## src/rtl/mem_arbiter_if.sv

```systemverilog
// Block-transfer memory port: one line-sized read or write command with a completion pulse.
// The master drives commands; the slave returns read data and ready.
interface mem_arbiter_if #(
   parameter int ADDR_W = 28,
   parameter int DATA_W = 128
);

   logic              read;
   logic              write;
   logic [ADDR_W-1:0] addr;
   logic [DATA_W-1:0] wdata;
   logic [DATA_W-1:0] rdata;
   logic              ready;

   modport master (
      output read,
      output write,
      output addr,
      output wdata,
      input  rdata,
      input  ready
   );

   modport slave (
      input  read,
      input  write,
      input  addr,
      input  wdata,
      output rdata,
      output ready
   );

endinterface

```

## src/rtl/mem_arbiter.sv

```systemverilog
// Shares one slow main-memory port between the I-cache and D-cache line interfaces,
// granting one whole block transfer at a time until memory signals completion.
module mem_arbiter #(
   parameter int ADDR_W = 28,
   parameter int DATA_W = 128,
   parameter bit RR_EN  = 1'b1
) (
   input  logic          clk,
   input  logic          proc_reset,
   mem_arbiter_if.slave  iCache,
   mem_arbiter_if.slave  dCache,
   mem_arbiter_if.master memory
);

   typedef enum logic [1:0] {
      IDLE  = 2'd0,
      GNT_I = 2'd1,
      GNT_D = 2'd2,
      REL   = 2'd3
   } state_e;

   state_e            state_q;
   state_e            state_d;
   logic              lastD_q;
   logic              lastD_d;

   logic              reqI;
   logic              reqD;

   logic              cmdRead;
   logic              cmdWrite;
   logic [ADDR_W-1:0] cmdAddr;
   logic [DATA_W-1:0] cmdWdata;
   logic              readyI;
   logic              readyD;

   assign reqI = iCache.read | iCache.write;
   assign reqD = dCache.read | dCache.write;

   // lastD_q resets to 1 so that the I side wins the very first tie.
   always_ff @(posedge clk) begin
      if (proc_reset) begin
         state_q <= IDLE;
         lastD_q <= 1'b1;
      end else begin
         state_q <= state_d;
         lastD_q <= lastD_d;
      end
   end

   always_comb begin
      state_d  = state_q;
      lastD_d  = lastD_q;
      cmdRead  = 1'b0;
      cmdWrite = 1'b0;
      cmdAddr  = '0;
      cmdWdata = '0;
      readyI   = 1'b0;
      readyD   = 1'b0;

      case (state_q)
         IDLE: begin
            if (reqI && reqD) begin
               state_d = (RR_EN && lastD_q) ? GNT_I : GNT_D;
            end else if (reqI) begin
               state_d = GNT_I;
            end else if (reqD) begin
               state_d = GNT_D;
            end
         end

         // A dropped request abandons the transfer with the bus already quiet.
         GNT_I: begin
            if (!reqI) begin
               state_d = IDLE;
            end else begin
               cmdRead  = iCache.read;
               cmdWrite = iCache.write;
               cmdAddr  = iCache.addr;
               cmdWdata = iCache.wdata;
               if (memory.ready) begin
                  readyI  = 1'b1;
                  lastD_d = 1'b0;
                  state_d = REL;
               end
            end
         end

         GNT_D: begin
            if (!reqD) begin
               state_d = IDLE;
            end else begin
               cmdRead  = dCache.read;
               cmdWrite = dCache.write;
               cmdAddr  = dCache.addr;
               cmdWdata = dCache.wdata;
               if (memory.ready) begin
                  readyD  = 1'b1;
                  lastD_d = 1'b1;
                  state_d = REL;
               end
            end
         end

         REL: begin
            state_d = IDLE;
         end

         default: begin
            state_d = IDLE;
         end
      endcase
   end

   assign memory.read  = cmdRead;
   assign memory.write = cmdWrite;
   assign memory.addr  = cmdAddr;
   assign memory.wdata = cmdWdata;

   assign iCache.ready = readyI;
   assign dCache.ready = readyD;
   assign iCache.rdata = memory.rdata;
   assign dCache.rdata = memory.rdata;

endmodule
```

## src/flat_wrapper.sv

```systemverilog
// flat-port wrapper written by rule: the top's interface ports become plain ports
module mem_arbiter_flat 
#(
   parameter int ADDR_W = 28,
   parameter int DATA_W = 128,
   parameter bit RR_EN  = 1'b1
)
  (clk, proc_reset, iCache_read, iCache_write, iCache_addr, iCache_wdata, iCache_rdata, iCache_ready, dCache_read, dCache_write, dCache_addr, dCache_wdata, dCache_rdata, dCache_ready, memory_read, memory_write, memory_addr, memory_wdata, memory_rdata, memory_ready);
  mem_arbiter_if #(.ADDR_W(ADDR_W), .DATA_W(DATA_W)) iCache_i ();
  mem_arbiter_if #(.ADDR_W(ADDR_W), .DATA_W(DATA_W)) dCache_i ();
  mem_arbiter_if #(.ADDR_W(ADDR_W), .DATA_W(DATA_W)) memory_i ();
  input  logic clk;
  input  logic proc_reset;
  input wire logic [$bits(iCache_i.read)-1:0] iCache_read;
  input wire logic [$bits(iCache_i.write)-1:0] iCache_write;
  input wire logic [$bits(iCache_i.addr)-1:0] iCache_addr;
  input wire logic [$bits(iCache_i.wdata)-1:0] iCache_wdata;
  output wire logic [$bits(iCache_i.rdata)-1:0] iCache_rdata;
  output wire logic [$bits(iCache_i.ready)-1:0] iCache_ready;
  input wire logic [$bits(dCache_i.read)-1:0] dCache_read;
  input wire logic [$bits(dCache_i.write)-1:0] dCache_write;
  input wire logic [$bits(dCache_i.addr)-1:0] dCache_addr;
  input wire logic [$bits(dCache_i.wdata)-1:0] dCache_wdata;
  output wire logic [$bits(dCache_i.rdata)-1:0] dCache_rdata;
  output wire logic [$bits(dCache_i.ready)-1:0] dCache_ready;
  output wire logic [$bits(memory_i.read)-1:0] memory_read;
  output wire logic [$bits(memory_i.write)-1:0] memory_write;
  output wire logic [$bits(memory_i.addr)-1:0] memory_addr;
  output wire logic [$bits(memory_i.wdata)-1:0] memory_wdata;
  input wire logic [$bits(memory_i.rdata)-1:0] memory_rdata;
  input wire logic [$bits(memory_i.ready)-1:0] memory_ready;
  assign iCache_i.read = iCache_read;
  assign iCache_i.write = iCache_write;
  assign iCache_i.addr = iCache_addr;
  assign iCache_i.wdata = iCache_wdata;
  assign iCache_rdata = iCache_i.rdata;
  assign iCache_ready = iCache_i.ready;
  assign dCache_i.read = dCache_read;
  assign dCache_i.write = dCache_write;
  assign dCache_i.addr = dCache_addr;
  assign dCache_i.wdata = dCache_wdata;
  assign dCache_rdata = dCache_i.rdata;
  assign dCache_ready = dCache_i.ready;
  assign memory_read = memory_i.read;
  assign memory_write = memory_i.write;
  assign memory_addr = memory_i.addr;
  assign memory_wdata = memory_i.wdata;
  assign memory_i.rdata = memory_rdata;
  assign memory_i.ready = memory_ready;
  mem_arbiter #(.ADDR_W(ADDR_W), .DATA_W(DATA_W), .RR_EN(RR_EN)) u_core (.clk(clk), .proc_reset(proc_reset), .iCache(iCache_i), .dCache(dCache_i), .memory(memory_i));
endmodule
```

## config.mk

```make
export PLATFORM = sky130hd
export DESIGN_NAME = mem_arbiter_flat
export DESIGN_NICKNAME = d
export VERILOG_FILES = /design/src/rtl/mem_arbiter_if.sv /design/src/rtl/mem_arbiter.sv /design/src/flat_wrapper.sv
export SDC_FILE = /design/constraint.sdc
export NUM_CORES = 1
export LEC_CHECK = 0
export ABC_AREA = 0
export BUFFER_PORTS_ARGS = -buffer_cell sky130_fd_sc_hd__buf_4
export CORE_AREA = 2 2 334 336
export CTS_CLUSTER_DIAMETER = 120
export DETAILED_ROUTE_END_ITERATION = 12
export DIE_AREA = 0 0 336 338
export HOLD_SLACK_MARGIN = 0.15
export SLEW_MARGIN = 30
export SYNTH_ARGS = -nofsm -noshare
export SYNTH_HDL_FRONTEND = slang
export SYNTH_SLANG_ARGS = --single-unit
```

## constraint.sdc

```tcl
create_clock -name clk -period 2.65 [get_ports clk]
set_clock_uncertainty 0.1 [all_clocks]
set_input_delay 0.6625 -clock clk [delete_from_list [all_inputs] [get_ports clk]]
set_output_delay 0.6625 -clock clk [all_outputs]
set_load 0.02 [all_outputs]
```

# Word level (Yosys, flattened, before mapping)
# Index checks and enable logic that the tools add are counted.
[classes]
bitwise = 2
n_reduce_logical = 4
mux = 30
n_eq_ne = 8
[ops]
columns = ["op", "n"]
rows = [
  ["two-way mux 128 bit", 2],
  ["one-hot mux 128 bit (2 select lines)", 1],
  ["two-way mux 28 bit", 2],
  ["one-hot mux 28 bit (2 select lines)", 1],
  ["two-way mux 2 bit", 7],
  ["two-way mux 1 bit", 13],
  ["one-hot mux 2 bit (4 select lines)", 1],
  ["one-hot mux 1 bit (2 select lines)", 3],
  ["AND reduction 5 bit", 1],
  ["equality test 2 bit (second input constant)", 2],
  ["inequality test 2 x 1 -> 1 bit (second input constant)", 2],
  ["inequality test 2 bit (second input constant)", 2],
  ["inequality test 4 x 1 -> 1 bit (second input constant)", 1],
  ["equality test 2 x 1 -> 1 bit (second input constant)", 1],
  ["zero test 2 bit", 1],
  ["bitwise OR 1 bit", 2],
  ["nonzero test 2 bit", 1],
  ["logical AND 1 bit", 1],
]
[word_totals]
output_inout_bits = 416
regBits = 3
word_cells = 46

# Logic depth before layout (Yosys ltp)
# Gate-level depths: netlist of run 1.
[logic_depth]
depth_word = 5
ltp_mapped = 7
depth_no_buf = 5

# Worst setup path before layout of run 1
# No wires, ideal clock.
[synth_timing]
path_kind = "in2out"
startpoint = "input port iCache_read"
endpoint = "output port memory_wdata[100]"
n_path_buf = 3
path_stages = 6
required_ns = 1.887
setup_slack_ns = 0.232
arrival_ns = 1.656
cell_sequence = "buf_4 -> o21a_1 -> buf_2 -> buf_2 -> a22oi_1 -> nor2b_1"
[synth_between]
elab_chain_len = 3
[synth_lines]
columns = ["element", "line", "source"]
rows = [
  ["from (decl)", "flat_wrapper.sv:14", "input wire logic [$bits(iCache_i.read)-1:0] iCache_read;"],
  ["bitwise OR 1 bit", "mem_arbiter.sv:37", "assign reqI = iCache.read | iCache.write;"],
  ["two-way mux 128 bit", "mem_arbiter.sv:74", "if (!reqI) begin"],
  ["one-hot mux 128 bit (2 select lines)", "mem_arbiter.sv:61", "case (state_q)"],
  ["to (decl)", "flat_wrapper.sv:29", "output wire logic [$bits(memory_i.wdata)-1:0] memory_wdata;"],
]
# Every way passes these cells.

# Worst setup path in the final report of run 1
[layout_timing]
startpoint = "input port dCache_write"
endpoint = "output port memory_wdata[21]"
[layout_between]
elab_chain_len = 3
[layout_lines]
columns = ["element", "line", "source"]
rows = [
  ["from (decl)", "flat_wrapper.sv:21", "input wire logic [$bits(dCache_i.write)-1:0] dCache_write;"],
  ["bitwise OR 1 bit", "mem_arbiter.sv:38", "assign reqD = dCache.read | dCache.write;"],
  ["two-way mux 128 bit", "mem_arbiter.sv:90", "if (!reqD) begin"],
  ["one-hot mux 128 bit (2 select lines)", "mem_arbiter.sv:61", ""],
]
# Every way passes these cells.

==> metrics.txt, run 1 <==
Post-Synthesis Net Count 1118; FF+latch count, synth 3; Slew Limit Fails 0; EDFF count, synth 0; Post-Synth XOR/XNOR Area 0; initial DRC count 376; Core Footprint 0.110 sq mm; Clk pin slew, worst setup/hold paths 0.03 ns; failing checks negative setup slack; Synth top cells by count buf_4 (261), a22oi_1 (158), nor2b_1 (157); final-report setup violation count 98; RSZ-0062 raised after global routing yes; post-synthesis sequential area ratio 0.0128; Arr. time, crit path 2.02 ns; fraction of final layout cells with drive strength greater than 1 0.784; Hold Startpoint u_core.lastD_q$_SDFFE_PP1P_; P_leak 3.78 nW; CP max-delay cell o21a_4; CTS root buf clkbuf_16; dpl ws -0.290 ns; number of buffers created by CTS 3; largest net degree at the start of global routing 72; Yosys top cell area share 0.416; final hold slack 0.403 ns; Cells after Synth 665; most instantiated library cell after synthesis buf_4; Max Cap Violations 0; Clock Path Buffers 2; Synth area leader buf_4; largest cells by area after synthesis buf_4 (42%), a22oi_1 (25%), nor2b_1 (21%), buf_2 (3.2%), ha_1 (1.6%); post-synthesis mux area share 0; number of hold violations in the final report 0; Die W 336 um; fin nets 1384; final setup margin -0.128 ns; Chip Height 338 um; VDD IR-drop max 0.459 mV; crit start category input pin; Yosys warnings 0; Max stage delay on crit path 0.27 ns; total length of routed wires 77900 um; ys flop type dfxtp_1; Crit path buffers/inverters 5; Clock Latency Late Sink 0.22 ns; RR Startpoint u_core.state_q[0]$_SDFFE_PP0P_; largest family of logic cells by synthesized area buffers and inverters; outcome finished, violations left; Levels on crit path 8; drt wl/cell 32.0 um; post-synth cell types 28; Clock Sinks 3; Critical Path Most Common Cell buf_12; simple logic cell fraction of the synthesized area 0.223; Setup CP Type input pin to primary output; TritonCTS clock tree built; port buffer count 478; GR Util All Layers 0.122; FF-to-FF setup slack 0.85 ns; I/O pin count 863; Final Power 10.7 mW; Synth Area per Inst 7.08 sq um; Critical Path Fanout Max 9; ANT nets after route 0; post-synthesis adder-cell area fraction 0.0159; r2r endpoint u_core.state_q[1]$_SDFFE_PP0P_; Synth Area in Compound Gates 0.281; slew at the pin closest to its max-slew limit 0.369 ns; worst path cell trace buf_6 -> o21a_4 -> buf_12 -> buf_12 -> buf_16 -> a22oi_1 -> nor2b_1 -> buf_4; Slew HR 0.751; GRT overflow 0; Worst setup startpoint dCache_write; P&R area growth vs syn 122%; Achievable Freq 360 MHz; DR vias/cell 2.66; Post-CTS Hold Buffers 0; Post-synth ARST share 0; RD Place Congestion 0.856; Mapped Area 0.00471 sq mm; power per cell area 1020 mW/mm^2; CP top delay family buffers and inverters; # rows 122; crit share post-route 1.05; antenna violations before repair 61; Hold WC Path Type flip-flop to flip-flop; DIE AREA 0.114 sq mm; CP required 1.89 ns; first-pass GRT wire length 84100 um; Initial Util 0.0428; critical path capture point type primary output; Residual DRC 0; DR pass1 iterations 5; CTS H-tree lvls 1; setup_tns -4.08 ns; vias in the first global route 5980; Reg2Reg Depth 7; vias 6463; final HPWL from detailed placement 66900 um; minimum clock period 2.78 ns; Setup crit end memory_wdata[21]
## sequential cells by signal (all words and copies together), names as in the netlist
name / flops
u_core.state_q: 2
u_core.lastD_q: 1
## final cells by class
type	instances	area (sq um)
tap	1488	1860
fill	12800	99600
sequential	3	67.6
timing repair buffer	570	5150
multi-input combinational	349	3230
antenna	16	40.0
clock buffer	4	78.8
inverter	4	22.5
## how the worst min path moves through the flow
stage | to | slack [ns] | cells past startpoint
final | u_core.lastD_q$_SDFFE_PP1P_ | 0.40 | 2
after global routing | u_core.lastD_q$_SDFFE_PP1P_ | 0.41 | 2
after CTS | u_core.lastD_q$_SDFFE_PP1P_ | 0.39 | 2
after detailed placement | u_core.lastD_q$_SDFFE_PP1P_ | 0.39 | 2
after global placement | u_core.lastD_q$_SDFFE_PP1P_ | 0.36 | 2
after floorplan | u_core.lastD_q$_SDFFE_PP1P_ | 0.35 | 2
## kinds of logic after synthesis
logic type / Yosys count
buffers and inverters: 313
adders and majority gates: 6
DFF: 3
and+or+nand+nor: 167
AOI/OAI and AO/OA: 176
## power breakdown
part	internal [mW]	leakage, nW	switching [mW]
combinational	4.97	3.72	5.37
sequential	0.0766	0.0260	0.0338
clock	0.199	0.0382	0.0409
## worst reg2reg max path, cell delays in order, from the launching register on
cell	delay, ns
dfxtp_4	0.36
inv_4	0.05
buf_6	0.12
buf_4	0.13
ha_1	0.22
o21a_1	0.15
a32o_1	0.22
a221oi_1	0.33
## per-stage QoR
step | instances | area [sq um] | util
global route | 2430 | 10400 | 0.0948
detailed placement | 2366 | 8520 | 0.0774
global placement | 2366 | 8520 | 0.0774
CTS | 2389 | 9590 | 0.0872
finish | 2434 | 10400 | 0.0949
floorplan | 665 | 4710 | -
## routing by layer
layer,part of all wire,GRT usage,vias to the layer above
li1,-,-,2607
met1,0.33,0.121,2932
met2,0.43,0.180,703
met3,0.21,0.121,145
met4,0.025,0.0267,76
met5,0.0063,0.0149,-
## timing repair
item                                   CTS  global route
setup endpoints to repair              156           156
setup buffers                           11            24
gates cloned                             8             9
gates resized for setup                150           114
pin swaps                               29            29
endpoints found under the hold margin    0             0
## layout by cell type (no fill, tap or decap), types with 2 or more instances in the layout
master	synthesis	layout
buf_4	261	467
nor2b_1	157	126
a22oi_2	0	111
buf_6	1	58
a22oi_1	158	47
buf_12	0	22
nor2b_4	0	17
diode_2	0	16
nor2b_2	0	14
buf_16	0	10
clkbuf_16	0	9
buf_8	0	6
nor2_1	4	4
o21ai_0	3	3
ha_4	0	3
ha_1	6	3
o21a_4	0	2
inv_1	4	2
nor3b_1	2	2
dfxtp_4	0	2
Power figures use the tool's default switching activity.
==> inputs of run 2 (changes only) <==
RECOVER_POWER = 50   (was unset)
TNS_END_PERCENT = 50   (was unset)
==> run 2 against run 1 <==
Against the previous run: the run still ends with negative setup slack left; sequential share of layout area is essentially flat; critical endpoint is now memory_wdata[103]; wire length is 3.9% lower; via count is 1.4% lower; clock power barely moved; largest cell class unchanged; highest routed layer unchanged; final cell count is 1.4% lower; die area unchanged.
==> metrics.txt, run 2 (synthesis results as in run 1) <==
# rows 122; Achievable Freq 355 MHz; Clk pin slew, worst setup/hold paths 0.03 ns; Die W 336 um; largest net degree at the start of global routing 72; P_leak 3.52 nW; Clock Latency Late Sink 0.22 ns; Hold WC Path Type flip-flop to flip-flop; drt wl/cell 31.2 um; Hold Startpoint u_core.lastD_q$_SDFFE_PP1P_; failing checks negative setup slack; crit share post-route 1.06; final HPWL from detailed placement 66900 um; final-report setup violation count 150; r2r endpoint u_core.state_q[1]$_SDFFE_PP0P_; port buffer count 478; first-pass GRT wire length 82600 um; vias in the first global route 5922; TritonCTS clock tree built; Residual DRC 0; DIE AREA 0.114 sq mm; Top Usage Layer GRT met2; Final Power 8.57 mW; DR pass1 iterations 6; final setup margin -0.170 ns; Arr. time, crit path 2.06 ns; Initial Util 0.0428; P&R area growth vs syn 109%; ANT nets after route 0; Max Cap Violations 0; Clock Sinks 3; FF-to-FF setup slack 0.90 ns; Clock Path Buffers 2; Hold Crit Depth 2; most frequent cells in the layout buf_4 (477), nor2b_1 (149), a22oi_2 (112), a22oi_1 (46), buf_6 (38); Most flops, register u_core.state_q; VDD IR-drop max 0.699 mV; Final Core Density 0.0893; initial DRC count 437; CTS H-tree lvls 1; antenna violations before repair 65; Slew HR 0.741; met3 Use GR 0.127; total length of routed wires 74800 um; Min-Delay Endpoint u_core.lastD_q$_SDFFE_PP1P_; GRT overflow 0; # fillers 12900; crit start category flip-flop; power per cell area 872 mW/mm^2; RR Startpoint u_core.state_q[0]$_SDFFE_PP0P_; vias 6370; CP required 1.89 ns; grt met1 use 0.116; Reg2Reg Depth 7; Slew Limit Fails 0; most common cell after layout, fill and taps aside buf_4; Largest regs u_core.state_q x2, u_core.lastD_q x1; setup_tns -11.82 ns; Post-CTS Hold Buffers 0; minimum clock period 2.82 ns; RSZ-0062 raised after global routing yes; number of buffers created by CTS 3; fin nets 1360; critical path capture point type primary output; fraction of final layout cells with drive strength greater than 1 0.753; Setup CP Type flip-flop to primary output; slew at the pin closest to its max-slew limit 0.389 ns; outcome finished, violations left; Global Route met2 Usage 0.178; number of hold violations in the final report 0; Core Footprint 0.110 sq mm; RD Place Congestion 0.856; Critical Path Fanout Max 12; DR vias/cell 2.65; I/O pin count 863; GR Util All Layers 0.120; Chip Height 338 um; max reg flops 2; CTS root buf clkbuf_16
## run 2: worst max-delay path by stage
stage	from	end	depth (start not counted)
floorplan	iCache_read	memory_wdata[100]	6
global placement	iCache_write	memory_wdata[84]	7
detailed placement	iCache_write	memory_wdata[84]	7
CTS	u_core.state_q[0]$_SDFFE_PP0P_	memory_addr[4]	8
global route	u_core.state_q[0]$_SDFFE_PP0P_	memory_wdata[38]	8
finish	u_core.state_q[0]$_SDFFE_PP0P_	memory_wdata[103]	8
## run 2: power by group
part | internal, mW | switching (mW) | total (mW)
Clock | 0.198 | 0.0400 | 0.238
Sequential | 0.0732 | 0.0262 | 0.0993
Combinational | 3.71 | 4.52 | 8.23
Total | 3.98 | 4.59 | 8.57
## run 2: area by class of cell
class | count | area, sq um | area share
Sequential cell | 3 | 65.1 | 0.00662
Antenna cell | 7 | 17.5 | 0.00178
Multi-Input combinational cell | 349 | 3090 | 0.315
Clock buffer | 4 | 78.8 | 0.00802
Timing Repair Buffer | 546 | 4690 | 0.478
Inverter | 4 | 17.5 | 0.00178
Tap cell | 1488 | 1860 | 0.189
## run 2: per-layer routing
| layer | up-vias | wire length (um) | part of all wire |
|---|---|---|---|
| met2 | 709 | 31500 | 0.42 |
| met3 | 169 | 16300 | 0.22 |
| met4 | 94 | 1660 | 0.022 |
| met1 | 2866 | 24700 | 0.33 |
| li1 | 2532 | - | - |
| met5 | - | 606 | 0.0081 |
## run 2: worst max-delay path, cell delays in order (launching register included)
cell	delay, ns
dfxtp_4	0.35
inv_4	0.07
ha_4	0.20
o21a_4	0.30
buf_12	0.20
buf_6	0.16
a22oi_1	0.13
nor2b_1	0.21
buf_6	0.19
## run 2: what timing repair did
action,4_1_cts,5_1_grt
setup buffers,6,8
pin swaps,22,70
setup endpoints to repair,156,155
resized for setup,108,78
cloned,4,7
## run 2: per-stage QoR
stage,area (sq um),worst slack (ns),cells,hold slack (ns)
after floorplan,4710,0.232,665,0.350
after global placement,8520,-0.305,2366,0.362
after detailed placement,8520,-0.290,2366,0.390
after CTS,9250,-0.201,2380,0.394
after global routing,9820,-0.239,2399,0.409
final,9830,-0.170,2401,0.398
